### config.mk
export PLATFORM = sky130hd
export DESIGN_NAME = pipe_hazard_ctrl
export DESIGN_NICKNAME = d
export VERILOG_FILES = /design/src/rtl/pipe_ctrl_pkg.sv /design/src/rtl/pipe_hazard_ctrl.sv
export SDC_FILE = /design/constraint.sdc
export NUM_CORES = 1
export LEC_CHECK = 0
export CORE_MARGIN = 2
export CORE_UTILIZATION = 38
export DETAILED_ROUTE_END_ITERATION = 7
export PLACE_DENSITY = 0.86
export SYNTH_ARGS = -nofsm -noshare
export SYNTH_HDL_FRONTEND = slang
export SYNTH_SLANG_ARGS = --single-unit
export TNS_END_PERCENT = 100
### constraint.sdc
create_clock -name clock -period 3.85 [get_ports clock]
set_input_delay 0.77 -clock clock [delete_from_list [all_inputs] [get_ports clock]]
set_output_delay 0.77 -clock clock [all_outputs]
set_load 0.005 [all_outputs]
### src/rtl/pipe_ctrl_pkg.sv
// Shared definitions for the pipeline hazard controller.
//   ctrl_state_t : controller FSM encodings (RUN/LU_STALL/FLUSH/MEM_WAIT)
//   REG_ZERO     : architectural zero register, never a real dependency
package pipe_ctrl_pkg;

  typedef enum logic [1:0] {
    RUN      = 2'd0,
    LU_STALL = 2'd1,
    FLUSH    = 2'd2,
    MEM_WAIT = 2'd3
  } ctrl_state_t;

  localparam logic [4:0] REG_ZERO = 5'd0;

endpackage

### src/rtl/pipe_hazard_ctrl.sv
// Hazard controller for a 5-stage pipeline (PC, IF/ID, ID/EX, EX/MEM, MEM/WB).
// Produces per-stage enables plus IF/ID flush and ID/EX bubble strobes for
// load-use stalls, EX-resolved redirects (with a fetch-shadow squash window)
// and data-memory wait freezes.
//
// Parameters:
//   FLUSH_CYCLES : extra cycles after a redirect in which IF/ID is squashed (0..15)
//   CNT_W        : width of the performance counters
// Optional feature macro:
//   HAZ_PERF_CNT_EN : enables saturating stall_cnt / flush_cnt counters;
//                     when undefined both outputs are tied to zero.
// Ports:
//   clock, reset                       : posedge clock, async active-high reset
//   id_valid, id_rs, id_rt, id_uses_rt : instruction currently in ID
//   ex_valid, ex_memread, ex_wreg      : instruction currently in EX
//   ex_redirect                        : taken branch/jump resolved in EX
//   mem_busy                           : data memory not ready, freeze pipe
//   pc_en .. memwb_en                  : stage register enables
//   ifid_flush, idex_bubble            : invalidate IF/ID / ID/EX contents
//   ctrl_state                         : current FSM state (debug)
//   stall_cnt, flush_cnt               : performance counters
module pipe_hazard_ctrl
  import pipe_ctrl_pkg::*;
#(
  parameter int FLUSH_CYCLES = 1,
  parameter int CNT_W        = 16
) (
  input  logic             clock,
  input  logic             reset,
  input  logic             id_valid,
  input  logic [4:0]       id_rs,
  input  logic [4:0]       id_rt,
  input  logic             id_uses_rt,
  input  logic             ex_valid,
  input  logic             ex_memread,
  input  logic [4:0]       ex_wreg,
  input  logic             ex_redirect,
  input  logic             mem_busy,
  output logic             pc_en,
  output logic             ifid_en,
  output logic             ifid_flush,
  output logic             idex_en,
  output logic             idex_bubble,
  output logic             exmem_en,
  output logic             memwb_en,
  output logic [1:0]       ctrl_state,
  output logic [CNT_W-1:0] stall_cnt,
  output logic [CNT_W-1:0] flush_cnt
);

  ctrl_state_t state_q, state_d;
  ctrl_state_t ret_q, ret_d;
  ctrl_state_t eff_state;
  logic [3:0]  sq_q, sq_d;
  logic        lu;

  // A load in EX feeding a register read in ID; $0 never creates a dependency.
  assign lu = ex_valid && ex_memread && (ex_wreg != REG_ZERO) && id_valid &&
              ((ex_wreg == id_rs) || (id_uses_rt && (ex_wreg == id_rt)));

  // Leaving MEM_WAIT resumes exactly where the freeze interrupted, so the
  // cycle memory becomes ready is decoded as the saved state.
  assign eff_state = (state_q == MEM_WAIT) ? ret_q : state_q;

  assign ctrl_state = state_q;

  always_comb begin
    pc_en       = 1'b1;
    ifid_en     = 1'b1;
    idex_en     = 1'b1;
    exmem_en    = 1'b1;
    memwb_en    = 1'b1;
    ifid_flush  = 1'b0;
    idex_bubble = 1'b0;
    state_d     = state_q;
    ret_d       = ret_q;
    sq_d        = sq_q;

    if (mem_busy) begin
      // Whole pipe frozen; redirect and load-use re-present once memory is ready.
      pc_en    = 1'b0;
      ifid_en  = 1'b0;
      idex_en  = 1'b0;
      exmem_en = 1'b0;
      memwb_en = 1'b0;
      if (state_q != MEM_WAIT) begin
        ret_d   = state_q;
        state_d = MEM_WAIT;
      end
    end else if (ex_redirect) begin
      ifid_flush  = 1'b1;
      idex_bubble = 1'b1;
      sq_d        = 4'(FLUSH_CYCLES);
      state_d     = (FLUSH_CYCLES > 0) ? FLUSH : RUN;
    end else if (eff_state == FLUSH) begin
      // Squash wrong-path fetches still arriving; load-use is moot here.
      ifid_flush = 1'b1;
      if (sq_q != 4'd0) begin
        sq_d = sq_q - 4'd1;
      end
      state_d = (sq_q <= 4'd1) ? RUN : FLUSH;
    end else if ((eff_state == RUN) && lu) begin
      pc_en       = 1'b0;
      ifid_en     = 1'b0;
      idex_bubble = 1'b1;
      state_d     = LU_STALL;
    end else begin
      state_d = RUN;
    end

    if (reset) begin
      pc_en       = 1'b0;
      ifid_en     = 1'b0;
      idex_en     = 1'b0;
      exmem_en    = 1'b0;
      memwb_en    = 1'b0;
      ifid_flush  = 1'b1;
      idex_bubble = 1'b1;
    end
  end

  always_ff @(posedge clock or posedge reset) begin
    if (reset) begin
      state_q <= RUN;
      ret_q   <= RUN;
      sq_q    <= 4'd0;
    end else begin
      state_q <= state_d;
      ret_q   <= ret_d;
      sq_q    <= sq_d;
    end
  end

`ifdef HAZ_PERF_CNT_EN
  logic [CNT_W-1:0] stall_q, flush_q;

  // Only the load-use branch moves the FSM into LU_STALL, so that transition
  // marks a stall cycle; an accepted redirect is one not masked by mem_busy.
  always_ff @(posedge clock or posedge reset) begin
    if (reset) begin
      stall_q <= '0;
      flush_q <= '0;
    end else begin
      if ((state_d == LU_STALL) && (state_q != LU_STALL) && !(&stall_q)) begin
        stall_q <= stall_q + 1'b1;
      end
      if (ex_redirect && !mem_busy && !(&flush_q)) begin
        flush_q <= flush_q + 1'b1;
      end
    end
  end

  assign stall_cnt = stall_q;
  assign flush_cnt = flush_q;
`else
  assign stall_cnt = '0;
  assign flush_cnt = '0;
`endif

endmodule

======== After elaboration in Yosys (flattened, before gate mapping) ========
Index checks and enable logic that the tools add are counted.
storage, ports and cells
  word-level logic and storage cells ...... 52
  register bits after elaboration ......... 8
  output and inout port bits .............. 41
  bits of input ports ..................... 23
cells by class
  bitwise gates (word level) .............. 1
  mux-type cells .......................... 26
  order comparisons ....................... 1
  reductions and logical operators ........ 14
  equal/unequal tests ..................... 6
  add/subtract/negate cells ............... 1
operators with widths
  cell                   count
  $mux W1                17
  $mux W2                6
  $mux W4                3
  $eq A5 B5 Y1           2
  $logic_and A1 B1 Y1    6
  $reduce_bool A5 Y1     1
  $eq A2 B2 Y1 const B   2
  $le A4 B1 Y1 const B   1
  $reduce_bool A2 Y1     2
  $reduce_bool A4 Y1     1
  $sub A4 B1 Y4 const B  1
  $reduce_and A3 Y1      1
  $logic_not A2 Y1       1
  $ne A2 B1 Y1 const B   1
  $ne A2 B2 Y1 const B   1
  $reduce_and A2 Y1      1
  $logic_or A1 B1 Y1     1
  $not A1 Y1             1

======== Logic depth before layout (Yosys ltp) ========
Gate-level depths: netlist of the first run.
  depth after elaboration ................. 10
  gate-level depth with buffers ........... 5
  depth with buffers taken out ............ 5

======== Least setup slack after synthesis of the first run ========
No wires, ideal clock.
  path kind ............................... in2out
  start point ............................. input port ex_wreg[1]
  end point ............................... output port pc_en
  buffers on the path ..................... 1
  slack ................................... 1.247 ns
  cell stages on the path ................. 5
  arrival time ............................ 1.833 ns
  cell sequence ........................... or4_1 > o22a_1 > nand4_2 > o31a_1 > buf_4
between the ends
  cells in the longest elaborated chain, start to end .. 10
ends and longest elaborated chain
  what                                                              RTL line                                        text
  start, declared                                                   pipe_hazard_ctrl.sv:36                          input logic [4:0] ex_wreg,
  $eq A5 B5 Y1 / $reduce_bool A5 Y1 (equally long branches)         pipe_hazard_ctrl.sv:59, pipe_hazard_ctrl.sv:58
  $logic_and A1 B1 Y1 (on tied branches)                            pipe_hazard_ctrl.sv:59, pipe_hazard_ctrl.sv:58
  $logic_or A1 B1 Y1 / $logic_and A1 B1 Y1 (equally long branches)  pipe_hazard_ctrl.sv:59, pipe_hazard_ctrl.sv:58
  $logic_and A1 B1 Y1 (*)                                           pipe_hazard_ctrl.sv:58                          assign lu = ex_valid && ex_memread && (ex_wreg != REG_ZERO) && id_valid &&
  $logic_and A1 B1 Y1 (*)                                           pipe_hazard_ctrl.sv:102                         end else if ((eff_state == RUN) && lu) begin
  $mux W1 (*) (5 in a row)                                          -
  end, declared                                                     pipe_hazard_ctrl.sv:39                          output logic pc_en,
Mark *: on every way between the ends. The rest lies on a longest branch, timed or not.

======== Worst setup path in the final report of the first run ========
  start point ............................. input port ex_wreg[1]
  end point ............................... output port pc_en
between the ends
  cells in the longest elaborated chain, start to end .. 10
ends and longest elaborated chain
  what                                                              RTL line                                        text
  $eq A5 B5 Y1 / $reduce_bool A5 Y1 (equally long branches)         pipe_hazard_ctrl.sv:59, pipe_hazard_ctrl.sv:58
  $logic_and A1 B1 Y1 (on tied branches)                            pipe_hazard_ctrl.sv:59, pipe_hazard_ctrl.sv:58
  $logic_or A1 B1 Y1 / $logic_and A1 B1 Y1 (equally long branches)  pipe_hazard_ctrl.sv:59, pipe_hazard_ctrl.sv:58
  $logic_and A1 B1 Y1 (*)                                           pipe_hazard_ctrl.sv:58
  $logic_and A1 B1 Y1 (*)                                           pipe_hazard_ctrl.sv:102
  $mux W1 (*)                                                       pipe_hazard_ctrl.sv:102
  $mux W1 (*)                                                       pipe_hazard_ctrl.sv:95                          end else if (eff_state == FLUSH) begin
  $mux W1 (*)                                                       pipe_hazard_ctrl.sv:90                          end else if (ex_redirect) begin
  $mux W1 (*)                                                       pipe_hazard_ctrl.sv:79                          if (mem_busy) begin
  $mux W1 (*)                                                       pipe_hazard_ctrl.sv:111                         if (reset) begin
Marked as above.

==> results of run 1 <==
[final timing paths]
kind                       depth (start not counted)       start  slack, ns            end
max                                                6  ex_wreg[1]       0.29          pc_en
min                                                2    ret_q[1]       0.52       ret_q[1]
max reg2reg                                        5     sq_q[0]       2.23        sq_q[2]
min reg2reg                                        2    ret_q[1]       0.52       ret_q[1]
max in group asynchronous                          2       reset       2.77  ctrl_state[1]
min in group asynchronous                          2       reset       0.83        sq_q[2]
[final cells by class]
cell class / count / area, µm²
Inverter: 7 / 26.3
Timing Repair Buffer: 31 / 310
Multi-Input combinational cell: 92 / 541
Fill cell: 234 / 1120
Tap cell: 28 / 35.0
Clock buffer: 3 / 22.5
Sequential cell: 8 / 200
[logic make-up after synthesis]
logic type      synth area share
other cells              0.00409
compound gates             0.166
flops                      0.218
simple gates               0.156
fa+ha+maj                 0.0409
buf+inv                    0.319
xor+xnor                  0.0955
[registers in the layout (all words and copies together), names as in the netlist]
name        count
ret_q           2
ctrl_state      2
sq_q            4
[report_power, final]
part	switching, mW	internal [mW]
Combinational	0.115	0.111
Clock	0.0314	0.0359
Sequential	0.0341	0.115
[worst max-delay path, cell delays in order]
cell	delay, ns
clkdlybuf4s50_1	0.47
or4_1	0.55
o22a_1	0.20
nand4_2	0.11
o31a_1	0.16
clkdlybuf4s50_1	0.53
[placed cells by master (no fill, tap or decap)]
| master | synthesis | layout |
|---|---|---|
| nor3_1 | 4 | 4 |
| xor2_1 | 9 | 9 |
| a32o_1 | 1 | 1 |
| o21ai_0 | 1 | 1 |
| clkbuf_4 | 0 | 3 |
| nor4_1 | 1 | 1 |
| nor2b_1 | 1 | 1 |
| or4_1 | 1 | 1 |
| nand4_2 | 1 | 1 |
| nand3_1 | 2 | 2 |
| xnor2_1 | 1 | 1 |
| nor2_1 | 13 | 13 |
| nand2_1 | 1 | 1 |
| o31ai_1 | 3 | 3 |
| a21oi_1 | 2 | 2 |
| o21a_1 | 1 | 1 |
| ha_1 | 3 | 3 |
| o211ai_1 | 2 | 2 |
| a211o_1 | 2 | 2 |
| o41ai_1 | 1 | 1 |
| a32oi_1 | 1 | 1 |
| a211oi_1 | 1 | 1 |
| nor3b_1 | 1 | 1 |
| dfrtp_1 | 8 | 8 |
| and4bb_2 | 1 | 1 |
| nand3b_1 | 1 | 1 |
| o22a_1 | 1 | 1 |
| a2111oi_0 | 1 | 1 |
| o21ai_1 | 1 | 1 |
| conb_1 | 1 | 32 |
| o2111ai_1 | 1 | 1 |
| inv_1 | 7 | 7 |
| clkdlybuf4s50_1 | 0 | 31 |
| o31a_1 | 1 | 1 |
[per-layer routing]
metal	global-route usage	part of all wire	vias to the layer above
met5	0	0	-
met4	0.0385	0.0070	0
met3	0.0169	0.056	2
met2	0.269	0.57	28
met1	0.142	0.37	372
li1	-	-	378
[per-stage QoR]
stage	utilization	setup WS (ns)	hold WS (ns)	area [µm²]	total power, mW
final	0.503	0.292	0.524	1130	0.442
after global routing	0.503	0.202	0.576	1130	0.479
after CTS	0.503	0.290	0.526	1130	0.444
after detailed placement	0.493	0.296	0.512	1110	0.376
after global placement	0.493	0.355	0.493	1110	0.367
after floorplan	-	1.25	0.473	1030	0.320
==> flow_metrics.env, run 1 <==
export IMPL_globalRouteOverflowTotal=0
export IMPL_end_kind="output port"
export IMPL_most_frequent_cells_after_synthesis="35 x buf_4, 13 x nor2_1, 9 x xor2_1"
export IMPL_finalClockSkew_ns=0.00823
export IMPL_clock_root_buffer="clkbuf_4"
export IMPL_hold_class="reg -> reg"
export IMPL_grt_util_all_layers=0.134
export IMPL_antenna_found_initial=0
export IMPL_timing_critical_path_arrival_ns=2.79
export IMPL_rows=17
export IMPL_synthToLayoutAreaGrowth_pct=23.7
export IMPL_dr_total_vias=780
export IMPL_placed_cells_incl_taps=166
export IMPL_post_route_cells_drive_above_1_share=0.0355
export IMPL_synth_seq_area_share=0.218
export IMPL_number_of_buffers_created_by_cts=3
export IMPL_post_route_drc_count=0
export IMPL_finish_cell_count_without_fillers=169
export IMPL_max_cap_violations=0
export IMPL_buffer_ports_inserted=31
export IMPL_core_um2=2250
export IMPL_path_class="in -> out"
export IMPL_largest_cells_by_area_after_synthesis="buf_4 29%, dfrtp_1 22%, xor2_1 8.6%"
export IMPL_finalNetCount=169
export IMPL_yosysTopAreaCell="buf_4"
export IMPL_floorplan_die_width_um=53.1
export IMPL_first_global_vias=650
export IMPL_postCtsSetupBuffers=0
export IMPL_max_clock_path_buffers=2
export IMPL_antenna_diode_count=0
export IMPL_routed_via_density=4.62
export IMPL_netlist_area_um2=917
export IMPL_crit_required_ns=3.08
export IMPL_setup_viol_count_final=0
export IMPL_synth_cell_type_count=34
export IMPL_ir_worst_vdd_mv=0.271
export IMPL_synthMostInstantiatedCell="buf_4"
export IMPL_io_pin_count=64
export IMPL_p_leak_nw=0.519
export IMPL_outcome="finished clean"
export IMPL_detail_route_iter0_violations=8
export IMPL_synth_enable_flop_cells=0
export IMPL_post_cts_resized=0
export IMPL_routed_wirelength_um=2010
export IMPL_clock_sinks=8
export IMPL_clk_pin_slew_ns=0.06
export IMPL_wire_per_inst_um=11.9
export IMPL_antenna_violating_nets_post_route=0
export IMPL_postSynthAreaPerCell_um2=8.19
export IMPL_worstPathMaxFanout=3
export IMPL_ctsHoldBuffers=0
export IMPL_synth_top_area_share=0.286
export IMPL_die_area_um2=2820
export IMPL_floorplan_initialDensity=0.407
export IMPL_unrepaired_setup_endpoints_after_global_routing="false"
export IMPL_power_density_nw_per_um2=390
export IMPL_clk_insertion_delay_late_ns=0.26
export IMPL_synth_yosys_warnings=0
export IMPL_synth_top_flop_cell="dfrtp_1"
export IMPL_final_hold_viol_count=0
export IMPL_netlist_instances=112
export IMPL_finalCriticalPeriod_ns=3.56
export IMPL_finalCritPeriodShare=0.924
export IMPL_die_h_um=53.1
export IMPL_startpoint_type="input pin"
export IMPL_drt_first_pass_iters=4
export IMPL_clock_tree_from_tritoncts="built"
export IMPL_final_layout_setup_total_negative_slack_ns=0
export IMPL_grt_max_degree=13
export IMPL_synth_ff_latch_count=8
export IMPL_routabilityCongestion=0.875
export IMPL_first_pass_grt_wire_length_um=2730
export IMPL_hpwlAfterDp_um=1780
export IMPL_max_freq_ghz=0.281
export IMPL_synth_async_sr_flop_share=1.00
export IMPL_timing_final_max_slew_violations=0
export IMPL_cts_htree_levels=1
(Power assumes the default switching activity.)
==> inputs of run 2 (changes only) <==
--- a/config.mk
+++ b/config.mk
@@ -5,10 +5,11 @@
 export SDC_FILE = /design/constraint.sdc
 export NUM_CORES = 1
 export LEC_CHECK = 0
+export ABC_AREA = 1
 export CORE_MARGIN = 2
-export CORE_UTILIZATION = 38
+export CORE_UTILIZATION = 39
 export DETAILED_ROUTE_END_ITERATION = 7
-export PLACE_DENSITY = 0.86
+export PLACE_DENSITY = 0.85
 export SYNTH_ARGS = -nofsm -noshare
 export SYNTH_HDL_FRONTEND = slang
 export SYNTH_SLANG_ARGS = --single-unit
==> flow_metrics.env, run 2 <==
export IMPL_first_pass_grt_wire_length_um=2950
export IMPL_outcome="finished clean"
export IMPL_first_global_vias=739
export IMPL_hold_class="reg -> reg"
export IMPL_cp_startpoint="ex_wreg[1]"
export IMPL_synth_seq_area_share=0.201
export IMPL_setup_viol_count_final=0
export IMPL_grt_max_degree=11
export IMPL_max_cap_violations=0
export IMPL_mostFrequentLayoutCell="nand2_1"
export IMPL_layout_filler_cells=255
export IMPL_final_hold_viol_count=0
export IMPL_path_class="in -> out"
export IMPL_die_area_um2=2970
export IMPL_switching_share=0.409
export IMPL_buffer_ports_inserted=31
export IMPL_largest_cells_by_area_after_synthesis="buf_4 26%, dfrtp_1 20%, nand2_1 14%"
export IMPL_yosysTopAreaCell="buf_4"
export IMPL_synth_top_flop_cell="dfrtp_1"
export IMPL_finalCriticalPeriod_ns=3.21
export IMPL_synth_enable_flop_cells=0
export IMPL_synth_async_sr_flop_share=1.00
export IMPL_finalClockSkew_ns=0.000828
export IMPL_placement_setup_worst_slack_ns=0.633
export IMPL_ctsHoldBuffers=0
export IMPL_core_um2=2450
export IMPL_power_share_combinational=0.518
export IMPL_synth_yosys_warnings=0
export IMPL_worst_r2r_setup_slack_ns=2.44
export IMPL_grt_util_all_layers=0.139
export IMPL_finalNetCount=209
export IMPL_p_leak_nw=0.680
export IMPL_detail_route_iter0_violations=9
export IMPL_cts_htree_levels=1
export IMPL_crit_required_ns=3.08
export IMPL_timing_critical_path_arrival_ns=2.44
export IMPL_power_density_nw_per_um2=348
export IMPL_crit_reg2reg_capture="sq_q[0]"
export IMPL_synthToLayoutAreaGrowth_pct=22.5
export IMPL_synth_cell_type_count=21
export IMPL_hold_start="sq_q[0]"
export IMPL_synth_ff_latch_count=8
export IMPL_post_cts_resized=0
export IMPL_unrepaired_setup_endpoints_after_global_routing="false"
export IMPL_hpwlAfterDp_um=1490
export IMPL_final_layout_setup_total_negative_slack_ns=0
export IMPL_antenna_violating_nets_post_route=0
export IMPL_max_freq_ghz=0.312
export IMPL_clock_sinks=8
export IMPL_floorplan_die_width_um=54.5
export IMPL_netlist_area_um2=995
export IMPL_routed_via_density=4.04
export IMPL_globalRouteOverflowTotal=0
export IMPL_fraction_of_power_consumed_by_the_clock_network=0.155
export IMPL_antenna_diode_count=0
export IMPL_clock_root_buffer="clkbuf_4"
export IMPL_netlist_instances=151
export IMPL_drt_first_pass_iters=4
export IMPL_most_frequent_cells_after_synthesis="38 x nand2_1, 35 x buf_4, 17 x inv_1"
export IMPL_largest_reg_by_ff_count="sq_q"
export IMPL_largest_reg_flops=4
export IMPL_finalCritPeriodShare=0.834
export IMPL_most_common_layout_cells="38 x nand2_1, 32 x conb_1, 31 x clkdlybuf4s50_1"
export IMPL_dr_total_vias=853
export IMPL_worst_setup_path_endpoint="idex_bubble"
export IMPL_timing_final_ws_setup_ns=0.641
export IMPL_postCtsSetupBuffers=0
export IMPL_max_clock_path_buffers=2
export IMPL_postSynthAreaPerCell_um2=6.59
export IMPL_die_h_um=54.5
export IMPL_antenna_found_initial=0
export IMPL_routabilityCongestion=0.751
export IMPL_io_pin_count=64
export IMPL_post_route_cells_drive_above_1_share=0.116
export IMPL_clk_pin_slew_ns=0.05
export IMPL_clk_insertion_delay_late_ns=0.26
export IMPL_synth_top_area_share=0.264
export IMPL_routed_wirelength_um=1790
export IMPL_startpoint_type="input pin"
export IMPL_synthMostInstantiatedCell="nand2_1"
export IMPL_total_switching_power_mw=0.174
export IMPL_wire_per_inst_um=8.47
export IMPL_worstPathMaxFanout=4
export IMPL_end_kind="output port"
export IMPL_timing_final_max_slew_violations=0
export IMPL_floorplan_initialDensity=0.405
export IMPL_worst_r2r_cell_count=8
export IMPL_fin_worst_hold_slack_ns=0.542
export IMPL_post_route_drc_count=0
export IMPL_internal_power_mw=0.250
export IMPL_clock_tree_from_tritoncts="built"
export IMPL_power_frac_seq=0.327
export IMPL_ir_worst_vdd_mv=0.182
export IMPL_rows=18
export IMPL_regToRegStartpoint="sq_q[0]"
export IMPL_number_of_buffers_created_by_cts=3
==> run 2: cell types whose count changed in the layout (fill, tap and decap cells not counted), moves of 3 or more <==
cell	delta
inv_2	+8
nand2_2	+4
inv_1	+10
nand2_1	+37
nor3_1	-3
nand3_1	+8
xor2_1	-7
o31ai_1	-3
==> run 2: through the flow <==
stage	power [mW]	cells	instance area [µm²]	utilization
floorplan	0.316	182	1110	-
finish	0.424	211	1220	0.496
detailed placement	0.357	208	1200	0.487
global route	0.465	211	1220	0.496
CTS	0.428	211	1220	0.496
global placement	0.351	208	1200	0.487
==> run 2: kinds of logic (layout without fill, tap and decap cells) <==
| logic type | Yosys count | after routing | share of synthesized area |
|---|---|---|---|
| DFF | 8 | 8 | 0.201 |
| other | 1 | 32 | 0.00377 |
| adders and majority gates | 3 | 3 | 0.0377 |
| AOI/OAI and AO/OA | 11 | 11 | 0.101 |
| xor gates and xnor gates | 3 | 3 | 0.0264 |
| and+or+nand+nor | 65 | 65 | 0.272 |
| buffers and inverters | 60 | 59 | 0.358 |
==> run 2: power groups by stage <==
stage	logic [mW]	clock network (mW)	registers, mW
floorplan	0.181	0	0.135
global placement	0.212	0	0.139
detailed placement	0.217	0	0.140
CTS	0.223	0.0671	0.139
global route	0.252	0.0692	0.144
finish	0.220	0.0658	0.139
==> run 2: how the worst min path moves through the flow <==
stage	to	slack, ns	cells after the start
after floorplan	sq_q[0]	0.50	1
after global placement	sq_q[0]	0.52	1
after detailed placement	sq_q[3]	0.54	2
after CTS	sq_q[0]	0.55	1
after global routing	sq_q[3]	0.58	2
final	sq_q[0]	0.54	1
==> run 2: per-layer routing <==
layer | wire [µm] | track usage
met1 | 737 | 0.152
met2 | 884 | 0.257
met3 | 148 | 0.0328
met4 | 17 | 0.0500
met5 | 0 | 0
==> run 2: layout make-up <==
type	count	area (µm²)	share of cell area
tap	30	37.5	0.0308
inverter	25	93.8	0.0770
sequential	8	200	0.164
multi-input combinational	114	554	0.455
timing repair buffer	31	310	0.255
clock buffer	3	22.5	0.0185
==> run 2: worst max-delay path, cell delays in order <==
cell             delay, ns
clkdlybuf4s50_1       0.54
inv_2                 0.05
nand2_1               0.05
nand2_1               0.04
nor2_1                0.09
nand3_1               0.09
nand2_1               0.09
nand2_1               0.05
nand2_1               0.05
nand2_1               0.05
nand2_1               0.06
clkdlybuf4s50_1       0.51
